<file path="config.mk">
export PLATFORM = sky130hd
export DESIGN_NAME = envolve_fill_sequencer_flat
export DESIGN_NICKNAME = d
export VERILOG_FILES = /design/src/rtl/envolve_fill_sequencer_pkg.sv /design/src/rtl/envolve_fill_sequencer_if.sv /design/src/rtl/envolve_fill_sequencer_fill_lfsr16.sv /design/src/rtl/envolve_fill_sequencer.sv /design/src/flat_wrapper.sv
export SDC_FILE = /design/constraint.sdc
export NUM_CORES = 1
export LEC_CHECK = 0
export CORE_MARGIN = 4
export CORE_UTILIZATION = 40
export DETAILED_ROUTE_END_ITERATION = 8
export PLACE_DENSITY_LB_ADDON = 0.15
export SYNTH_ARGS = -nofsm -noshare
export SYNTH_HDL_FRONTEND = slang
export SYNTH_SLANG_ARGS = --single-unit
</file>
<file path="constraint.sdc">
create_clock -name clk -period 2.5 [get_ports clk]
set_input_delay 0.375 -clock clk [delete_from_list [all_inputs] [get_ports clk]]
set_output_delay 0.375 -clock clk [all_outputs]
set_load 0.02 [all_outputs]
</file>
<file path="src/rtl/envolve_fill_sequencer_pkg.sv">
// envolve_fill_sequencer_pkg: shared constants, state encoding and helpers for
// the cell-map fill sequencer. The glider stamp (PATTERN state) exists only
// when FILL_PATTERN_EN is defined.
package envolve_fill_sequencer_pkg;

    // Map address width; covers maps up to 256 x 256.
    localparam int ADDR_WIDTH = 8;

    // Random-fill LFSR reset value (must be non-zero).
    localparam logic [15:0] DEFAULT_LFSR_SEED = 16'hACE1;

    // Number of cells written by one glider stamp.
    localparam int GLIDER_LEN = 5;

`ifdef FILL_PATTERN_EN
    typedef enum logic [2:0] {
        S_IDLE    = 3'd0,
        S_CLEAR   = 3'd1,
        S_RANDOM  = 3'd2,
        S_PATTERN = 3'd3,
        S_DONE    = 3'd4
    } fill_state_e;
`else
    typedef enum logic [2:0] {
        S_IDLE    = 3'd0,
        S_CLEAR   = 3'd1,
        S_RANDOM  = 3'd2,
        S_DONE    = 3'd4
    } fill_state_e;
`endif

    // Glider row offsets, in write order: (0,1),(1,2),(2,0),(2,1),(2,2).
    function automatic logic [1:0] glider_dy(input logic [2:0] idx);
        case (idx)
            3'd0:    return 2'd0;
            3'd1:    return 2'd1;
            default: return 2'd2;
        endcase
    endfunction

    // Glider column offsets, same order as glider_dy.
    function automatic logic [1:0] glider_dx(input logic [2:0] idx);
        case (idx)
            3'd0:    return 2'd1;
            3'd1:    return 2'd2;
            3'd2:    return 2'd0;
            3'd3:    return 2'd1;
            default: return 2'd2;
        endcase
    endfunction

    // (base + off) mod lim by compare-and-subtract; valid because base < lim,
    // off <= 2 and lim >= 2, so the sum never reaches 2*lim.
    function automatic logic [ADDR_WIDTH-1:0] wrap_add(
        input logic [ADDR_WIDTH-1:0] base,
        input logic [1:0]            off,
        input logic [ADDR_WIDTH:0]   lim
    );
        logic [ADDR_WIDTH:0] sum;
        sum = {1'b0, base} + {{(ADDR_WIDTH-1){1'b0}}, off};
        if (sum >= lim) begin
            sum = sum - lim;
        end
        return sum[ADDR_WIDTH-1:0];
    endfunction

endpackage

</file>
<file path="src/rtl/envolve_fill_sequencer_if.sv">
// envolve_fill_sequencer_if: command side and map write port of the fill
// sequencer. master = command decoder / map side, slave = the sequencer.
interface envolve_fill_sequencer_if;
    import envolve_fill_sequencer_pkg::*;

    logic                  mode;
    logic                  cmd_clear;
    logic                  cmd_random;
    logic                  cmd_pattern;
    logic [ADDR_WIDTH-1:0] cur_x;
    logic [ADDR_WIDTH-1:0] cur_y;
    logic                  edit_req;
    logic                  edit_data;
    logic                  edit_ack;
    logic [ADDR_WIDTH-1:0] wAddrR;
    logic [ADDR_WIDTH-1:0] wAddrC;
    logic                  write_en;
    logic                  write_data;
    logic                  busy;
    logic                  done;

    modport master (
        output mode, cmd_clear, cmd_random, cmd_pattern, cur_x, cur_y,
               edit_req, edit_data,
        input  edit_ack, wAddrR, wAddrC, write_en, write_data, busy, done
    );

    modport slave (
        input  mode, cmd_clear, cmd_random, cmd_pattern, cur_x, cur_y,
               edit_req, edit_data,
        output edit_ack, wAddrR, wAddrC, write_en, write_data, busy, done
    );

endinterface

</file>
<file path="src/rtl/envolve_fill_sequencer_fill_lfsr16.sv">
// envolve_fill_sequencer_fill_lfsr16: free-running 16-bit Fibonacci LFSR
// (taps 16,14,13,11) feeding the random fill. Advances every clock.
module envolve_fill_sequencer_fill_lfsr16 #(
    parameter logic [15:0] SEED = 16'hACE1
) (
    input  logic        clk,
    input  logic        rst,
    output logic [15:0] state
);

    logic feedback;

    // Taps 16,14,13,11 map to bits 0,2,3,5 of a right-shifting register.
    assign feedback = state[0] ^ state[2] ^ state[3] ^ state[5];

    // Shift right every cycle, feedback enters at the top.
    always_ff @(posedge clk or negedge rst) begin
        if (!rst) begin
            state <= SEED;
        end else begin
            state <= {feedback, state[15:1]};
        end
    end

endmodule

</file>
<file path="src/rtl/envolve_fill_sequencer.sv">
// envolve_fill_sequencer: owns the cell map's single write port in edit mode
// and serialises bulk clear, random fill, glider stamp and cursor edits onto
// it, one write per clock. Optional macro FILL_PATTERN_EN enables the glider
// stamp; without it cmd_pattern is ignored.
module envolve_fill_sequencer
    import envolve_fill_sequencer_pkg::*;
#(
    parameter int unsigned MAP_WIDTH  = 8,
    parameter int unsigned MAP_HEIGHT = 8,
    parameter logic [15:0] LFSR_SEED  = DEFAULT_LFSR_SEED
) (
    input  logic                   clk,
    input  logic                   rst,
    envolve_fill_sequencer_if.slave bus
);

    localparam logic [ADDR_WIDTH-1:0] LAST_COL = ADDR_WIDTH'(MAP_WIDTH - 1);
    localparam logic [ADDR_WIDTH-1:0] LAST_ROW = ADDR_WIDTH'(MAP_HEIGHT - 1);

    fill_state_e state;
    logic [15:0] lfsr_state;
    logic        unused_lfsr_hi;
    logic        sweep_last;

    envolve_fill_sequencer_fill_lfsr16 #(
        .SEED (LFSR_SEED)
    ) u_lfsr (
        .clk   (clk),
        .rst   (rst),
        .state (lfsr_state)
    );

    // Only bit 0 drives the fill data.
    assign unused_lfsr_hi = ^lfsr_state[15:1];

    // The write address registers double as the sweep counters.
    assign sweep_last = (bus.wAddrR == LAST_ROW) && (bus.wAddrC == LAST_COL);

`ifdef FILL_PATTERN_EN
    localparam logic [ADDR_WIDTH:0] COL_LIM = (ADDR_WIDTH+1)'(MAP_WIDTH);
    localparam logic [ADDR_WIDTH:0] ROW_LIM = (ADDR_WIDTH+1)'(MAP_HEIGHT);

    logic [2:0]            glider_idx;
    logic [2:0]            glider_nxt;
    logic [ADDR_WIDTH-1:0] anchor_x;
    logic [ADDR_WIDTH-1:0] anchor_y;

    assign glider_nxt = glider_idx + 3'd1;
`else
    logic unused_cmd_pattern;
    assign unused_cmd_pattern = bus.cmd_pattern;
`endif

    // Sequencer FSM: arbitrates in IDLE, runs sweeps/stamps, all outputs registered.
    always_ff @(posedge clk or negedge rst) begin
        if (!rst) begin
            state          <= S_IDLE;
            bus.write_en   <= 1'b0;
            bus.write_data <= 1'b0;
            bus.wAddrR     <= '0;
            bus.wAddrC     <= '0;
            bus.busy       <= 1'b0;
            bus.done       <= 1'b0;
            bus.edit_ack   <= 1'b0;
`ifdef FILL_PATTERN_EN
            glider_idx     <= '0;
            anchor_x       <= '0;
            anchor_y       <= '0;
`endif
        end else if (bus.mode) begin
            // Run mode takes the map: abandon any operation silently.
            state        <= S_IDLE;
            bus.write_en <= 1'b0;
            bus.busy     <= 1'b0;
            bus.done     <= 1'b0;
            bus.edit_ack <= 1'b0;
        end else begin
            bus.write_en <= 1'b0;
            bus.edit_ack <= 1'b0;
            bus.done     <= 1'b0;
            case (state)
                S_IDLE: begin
                    if (bus.cmd_clear) begin
                        state          <= S_CLEAR;
                        bus.wAddrR     <= '0;
                        bus.wAddrC     <= '0;
                        bus.write_data <= 1'b0;
                        bus.write_en   <= 1'b1;
                        bus.busy       <= 1'b1;
                    end else if (bus.cmd_random) begin
                        state          <= S_RANDOM;
                        bus.wAddrR     <= '0;
                        bus.wAddrC     <= '0;
                        bus.write_data <= lfsr_state[0];
                        bus.write_en   <= 1'b1;
                        bus.busy       <= 1'b1;
                    end
`ifdef FILL_PATTERN_EN
                    else if (bus.cmd_pattern) begin
                        // Cursor is latched so it may move during the stamp.
                        state          <= S_PATTERN;
                        anchor_x       <= bus.cur_x;
                        anchor_y       <= bus.cur_y;
                        glider_idx     <= 3'd0;
                        bus.wAddrR     <= wrap_add(bus.cur_y, glider_dy(3'd0), ROW_LIM);
                        bus.wAddrC     <= wrap_add(bus.cur_x, glider_dx(3'd0), COL_LIM);
                        bus.write_data <= 1'b1;
                        bus.write_en   <= 1'b1;
                        bus.busy       <= 1'b1;
                    end
`endif
                    else if (bus.edit_req) begin
                        bus.wAddrR     <= bus.cur_y;
                        bus.wAddrC     <= bus.cur_x;
                        bus.write_data <= bus.edit_data;
                        bus.write_en   <= 1'b1;
                        bus.edit_ack   <= 1'b1;
                    end
                end

                S_CLEAR, S_RANDOM: begin
                    if (sweep_last) begin
                        state    <= S_DONE;
                        bus.busy <= 1'b0;
                        bus.done <= 1'b1;
                    end else begin
                        bus.write_en   <= 1'b1;
                        bus.write_data <= (state == S_RANDOM) ? lfsr_state[0] : 1'b0;
                        if (bus.wAddrC == LAST_COL) begin
                            bus.wAddrC <= '0;
                            bus.wAddrR <= bus.wAddrR + ADDR_WIDTH'(1);
                        end else begin
                            bus.wAddrC <= bus.wAddrC + ADDR_WIDTH'(1);
                        end
                    end
                end

`ifdef FILL_PATTERN_EN
                S_PATTERN: begin
                    if (glider_idx == 3'(GLIDER_LEN - 1)) begin
                        state    <= S_DONE;
                        bus.busy <= 1'b0;
                        bus.done <= 1'b1;
                    end else begin
                        glider_idx     <= glider_nxt;
                        bus.wAddrR     <= wrap_add(anchor_y, glider_dy(glider_nxt), ROW_LIM);
                        bus.wAddrC     <= wrap_add(anchor_x, glider_dx(glider_nxt), COL_LIM);
                        bus.write_data <= 1'b1;
                        bus.write_en   <= 1'b1;
                    end
                end
`endif

                S_DONE: begin
                    state <= S_IDLE;
                end

                default: begin
                    state <= S_IDLE;
                end
            endcase
        end
    end

endmodule

</file>
<file path="src/flat_wrapper.sv">
// flat-port wrapper written by rule: the top's interface ports become plain ports
module envolve_fill_sequencer_flat import envolve_fill_sequencer_pkg::*;
#(
    parameter int unsigned MAP_WIDTH  = 8,
    parameter int unsigned MAP_HEIGHT = 8,
    parameter logic [15:0] LFSR_SEED  = DEFAULT_LFSR_SEED
)
  (clk, rst, bus_mode, bus_cmd_clear, bus_cmd_random, bus_cmd_pattern, bus_cur_x, bus_cur_y, bus_edit_req, bus_edit_data, bus_edit_ack, bus_wAddrR, bus_wAddrC, bus_write_en, bus_write_data, bus_busy, bus_done);
  envolve_fill_sequencer_if bus_i ();
  input  logic clk;
  input  logic rst;
  input wire logic [$bits(bus_i.mode)-1:0] bus_mode;
  input wire logic [$bits(bus_i.cmd_clear)-1:0] bus_cmd_clear;
  input wire logic [$bits(bus_i.cmd_random)-1:0] bus_cmd_random;
  input wire logic [$bits(bus_i.cmd_pattern)-1:0] bus_cmd_pattern;
  input wire logic [$bits(bus_i.cur_x)-1:0] bus_cur_x;
  input wire logic [$bits(bus_i.cur_y)-1:0] bus_cur_y;
  input wire logic [$bits(bus_i.edit_req)-1:0] bus_edit_req;
  input wire logic [$bits(bus_i.edit_data)-1:0] bus_edit_data;
  output wire logic [$bits(bus_i.edit_ack)-1:0] bus_edit_ack;
  output wire logic [$bits(bus_i.wAddrR)-1:0] bus_wAddrR;
  output wire logic [$bits(bus_i.wAddrC)-1:0] bus_wAddrC;
  output wire logic [$bits(bus_i.write_en)-1:0] bus_write_en;
  output wire logic [$bits(bus_i.write_data)-1:0] bus_write_data;
  output wire logic [$bits(bus_i.busy)-1:0] bus_busy;
  output wire logic [$bits(bus_i.done)-1:0] bus_done;
  assign bus_i.mode = bus_mode;
  assign bus_i.cmd_clear = bus_cmd_clear;
  assign bus_i.cmd_random = bus_cmd_random;
  assign bus_i.cmd_pattern = bus_cmd_pattern;
  assign bus_i.cur_x = bus_cur_x;
  assign bus_i.cur_y = bus_cur_y;
  assign bus_i.edit_req = bus_edit_req;
  assign bus_i.edit_data = bus_edit_data;
  assign bus_edit_ack = bus_i.edit_ack;
  assign bus_wAddrR = bus_i.wAddrR;
  assign bus_wAddrC = bus_i.wAddrC;
  assign bus_write_en = bus_i.write_en;
  assign bus_write_data = bus_i.write_data;
  assign bus_busy = bus_i.busy;
  assign bus_done = bus_i.done;
  envolve_fill_sequencer #(.MAP_WIDTH(MAP_WIDTH), .MAP_HEIGHT(MAP_HEIGHT), .LFSR_SEED(LFSR_SEED)) u_core (.clk(clk), .rst(rst), .bus(bus_i));
endmodule
</file>
Yosys cells after proc, flatten, opt, wreduce, memory -nomap -nowiden --
Index checks and enable logic that the tools add are counted.
Word-level totals: register bits after elaboration 40, input bits 24
Cells by class: $add $sub $neg 2, equality and inequality tests 9, muxes and demuxes 41, bitwise operators 4, reduce and logical (&&, ||, !) cells 9
Operator list (number):
- 8-bit 2-to-1 mux | 10
- 8-bit case mux with 2 select lines | 2
- 1-bit 2-to-1 mux | 21
- 8-bit by 1-bit adder with 8-bit output (second input constant) | 2
- 8-bit by 3-bit equality test with 1-bit output (second input constant) | 2
- 3-bit 2-to-1 mux | 4
- 4-bit inequality test (second input constant) | 2
- 1-bit case mux with 2 select lines | 3
- 3-bit case mux with 2 select lines | 1
- 5-bit AND reduction | 1
- 4-bit AND reduction | 1
- 3-bit by 1-bit equality test with 1-bit output (second input constant) | 1
- 3-bit by 2-bit equality test with 1-bit output (second input constant) | 1
- 3-bit logical NOT | 1
- 3-bit by 2-bit inequality test with 1-bit output (second input constant) | 1
- 3-bit AND reduction | 1
- 3-bit nonzero test | 1
- 1-bit bitwise XOR | 3
- 2-bit by 1-bit inequality test with 1-bit output (second input constant) | 1
- 2-bit inequality test (second input constant) | 1
- 2-bit AND reduction | 1
- 2-bit nonzero test | 1
- 2-bit OR reduction | 1
- 1-bit logical AND | 1
- 1-bit NOT | 1

Logic depth before layout (Yosys ltp) --
depth in word-level cells 5, gate-level depth with buffers 7

Cells and area by module --
From an unflattened synthesis, not the netlist that was laid out.
Second synthesis, totals: cell total of the unflattened synthesis 179, area, all modules 1891.8 µm²
Modules (own cells, without submodules):
- envolve_fill_sequencer | times used 1, cells an instance 160, area each 1455.1 µm², seq. area each 600.6 µm²
- envolve_fill_sequencer_fill_lfsr16 | times used 1, cells an instance 19, area each 436.7 µm², seq. area each 410.4 µm²

Worst setup path after synthesis --
Ideal clock, no wire load.
kind reg2reg, start point reg u_core.bus.wAddrC[4], end point reg u_core.bus.wAddrR[1], library setup time 0.128 ns, data arrival time 2.110 ns, required time 2.372 ns, path slack 0.262 ns, cell stages (with the launch flop) 6, buffers on the path 0, cells stage by stage dfrtp_1 > or4_4 > nor3_4 > a41oi_4 > o21ai_4 > mux2_1
Between the ends: cells in the longest elaborated chain, start to end 4
Ends and longest elaborated chain:
- start: declaration | RTL line envolve_fill_sequencer_if.sv:31 | output edit_ack, wAddrR, wAddrC, write_en, write_data, busy, done
- start signal: assignment | RTL line envolve_fill_sequencer.sv:114 | bus.wAddrC <= bus.cur_x;
- start signal: assignment | RTL line envolve_fill_sequencer.sv:133 | bus.wAddrC <= bus.wAddrC + ADDR_WIDTH'(1);
- 8-bit by 3-bit equality test with 1-bit output (*) | RTL line envolve_fill_sequencer.sv:37, envolve_fill_sequencer.sv:129
- 1-bit logical AND | RTL line envolve_fill_sequencer.sv:37 | assign sweep_last = (bus.wAddrR == LAST_ROW) && (bus.wAddrC == LAST_COL);
- 2-bit inequality test (no line)
- 5-bit AND reduction (no line) (*)
- end signal: assignment | RTL line envolve_fill_sequencer.sv:113 | bus.wAddrR <= bus.cur_y;
- end signal: assignment | RTL line envolve_fill_sequencer.sv:131 | bus.wAddrR <= bus.wAddrR + ADDR_WIDTH'(1);
- end: declaration | RTL line envolve_fill_sequencer_if.sv:31
Every way passes the cells marked *; elsewhere a longest branch is shown, timed or not. A chain may end at the register's enable or synchronous reset.

Worst setup path in the final report --
start point reg u_core.bus.wAddrC[5], end point reg u_core.bus.wAddrR[1]
The elaborated chain is that of the path after synthesis.

==> metrics.txt <==
Layout Skew 0.00744 ns; IO Port Bufs 43; Max-slew headroom 39.0%; post-synthesis sequential area ratio 52.2%; # diodes 0; Clock Root Buffer clkbuf_8; synth unique cells 51; Slew Limit Fails 0; Yosys reg bits 40; Top-Level Pins 45; Util after Layout 54.4%; DR pass1 iterations 4; Yosys top cell area share 41.4%; ys flop type dfrtp_1; Worst Path Required 2.68 ns; GRT Resource Usage Total 17.4%; final hold viol count 0; Area Overhead vs Synth 31.9%; most area-hungry cell type in the Yosys netlist dfrtp_1; Final period util 90.5%; Vias/cell 5.78; via count 1652; HP Class in2async; setup TNS 0 ns; P_leak 1.04 nW; Max-Cap Viols 0; critical path type reg2reg; worst path arrival time 2.45 ns; die area 0.00602 mm²; CP Capture Type flop; CTS tree built; final setup fails 0; HPWL Detailed 3600 µm; Initial DRC Count 77; register clock-pin slew on the reported worst setup and hold paths 0.08 ns; Post-DP Area 0.00245 mm²; layout cells sized above 1 15.1%; Avg Cell Area, Syn 10.8 µm²; status finished, final reports clean; cts bufs inserted 5; RSZ-0062 raised after global routing no; Setup Buffers After CTS 0; first-pass GRT wire length 8260 µm; Die Wd 77.6 µm; most common cell in the netlist dfrtp_1; DRT Wirelength 4900 µm; CTS Hold Buffers Added 0; Initial Util 41.3%; Worst setup SP type flop; most frequent cells after synthesis dfrtp_1 (32), a21oi_1 (20), nor2_1 (11), nand2_1 (10), a31oi_1 (9); Worst-Margin Slew 0.915 ns; Syn Nets 206; Final #Nets 257; cell area after synthesis 0.00194 mm²; YS warnings 0; initial antenna violation count 0; Fin Hold WS 0.185 ns; worst-path maximum fanout 12; Final Critical Period 2.26 ns; Worst-Skew Late Latency 0.29 ns; Power per Cell Area 951 mW/mm²; fin area 0.00255 mm²; drt wl/cell 17.1 µm; top cells by area, synth dfrtp_1 (41%), dfstp_2 (11%), a21oi_1 (5.2%); filler instances 403; EDFF count, synth 0; vias in the first global route 1691; GPL Wtd Cong 0.879; largest net degree at the start of global routing 41; ANT nets after route 0; Gate Count Post-Synth 180; Fmax 442 MHz; core area 0.00469 mm²; H-tree lvl count 2; CTS Buffer Depth 2; Post-synth ARST share 100%; DRC viols 0; Congestion Overflow GR 0; Die Ht 77.6 µm; VDD IR max 0.393 mV; Clock Sinks 40; # rows 25; Gates resized, CTS repair 0
-- kinds of logic after synthesis --
logic type / synth area share, %
compound gates: 23.2
fa+ha+maj: 1.29
flops: 52.2
xor+xnor: 1.81
mux: 1.87
buf+inv: 2.84
simple gates: 16.7
-- metal layers --
layer | GRT usage [%] | vias to the layer above | share of wire (%)
met1 | 21.9 | 799 | 43
met5 | 0 | - | 0
li1 | - | 789 | -
met4 | 7.65 | 0 | 1.4
met2 | 27.8 | 56 | 50
met3 | 4.99 | 8 | 5.8
-- sequential cells by signal, indices dropped and copies added, names as in the netlist --
register / flops
u_core.bus.done: 1
u_core.bus.edit_ack: 1
u_core.state: 3
u_core.bus.busy: 1
u_core.bus.write_data: 1
u_core.bus.write_en: 1
u_core.bus.wAddrC: 8
u_core.u_lfsr.state: 16
u_core.bus.wAddrR: 8
-- critical path, cell delays in order, from the launching register on --
cell and delay, ns:
dfrtp_1 0.42, or4_4 0.55, nor3_4 0.18, a41oi_4 0.30, o21ai_4 0.35, mux2_1 0.35
-- where the power goes --
group	leakage [nW]	switching, mW	internal [mW]
registers	0.505	0.152	0.768
clock network	0.0434	0.229	0.223
logic	0.488	0.573	0.484
-- layout by cell type, fill, tap and decap left out, types with 2 or more instances in the layout --
| cell type | count |
|---|---|
| buf_4 | 9 |
| nand4_1 | 2 |
| dfrtp_1 | 32 |
| a21oi_1 | 20 |
| clkbuf_8 | 6 |
| o21ai_0 | 6 |
| xor2_1 | 2 |
| nand3_1 | 6 |
| and3_1 | 4 |
| o22ai_1 | 3 |
| nand2_1 | 10 |
| o221ai_1 | 3 |
| a31oi_1 | 9 |
| clkinvlp_4 | 2 |
| inv_1 | 2 |
| clkdlybuf4s50_1 | 42 |
| nand2b_1 | 2 |
| o2bb2ai_1 | 7 |
| dfstp_2 | 8 |
| or3_1 | 2 |
| nor3_1 | 8 |
| xnor2_1 | 2 |
| nor2_1 | 11 |
| o22a_1 | 4 |
| ha_1 | 2 |
| nor4_1 | 2 |
-- final timing paths --
check | endpoint | cells after the start | start | slack (ns)
worst max-delay path | u_core.bus.wAddrR[1] | 5 | u_core.bus.wAddrC[5] | 0.24
worst max register to register | u_core.bus.wAddrR[1] | 5 | u_core.bus.wAddrC[5] | 0.24
worst min register to register | u_core.u_lfsr.state[6] | 0 | u_core.u_lfsr.state[7] | 0.36
max in group asynchronous | u_core.bus.wAddrC[5] | 1 | rst | 1.76
worst min-delay path | u_core.bus.wAddrR[3] | 1 | rst | 0.19
min in group clk | u_core.u_lfsr.state[6] | 0 | u_core.u_lfsr.state[7] | 0.36
-- through the flow --
stage,cells,worst slack [ns],total power [mW]
6_report,286,0.237,2.43
5_1_grt,286,0.142,2.58
4_1_cts,286,0.245,2.45
3_5_place_dp,278,0.193,1.99
3_3_place_gp,278,0.214,1.96
2_1_floorplan,180,0.262,1.53
-- final cells by class --
type                       count  area (µm²)  share of cell area, %
clock buffer                   6        82.6                   3.24
tap                           54        67.6                   2.65
inverter                       3        13.8                  0.539
clock inverter                 2        15.0                  0.588
multi-input combinational    129         870                   34.1
sequential                    40        1010                   39.6
timing repair buffer          52         493                   19.3
Note: power is estimated with default switching activity, not from simulation.
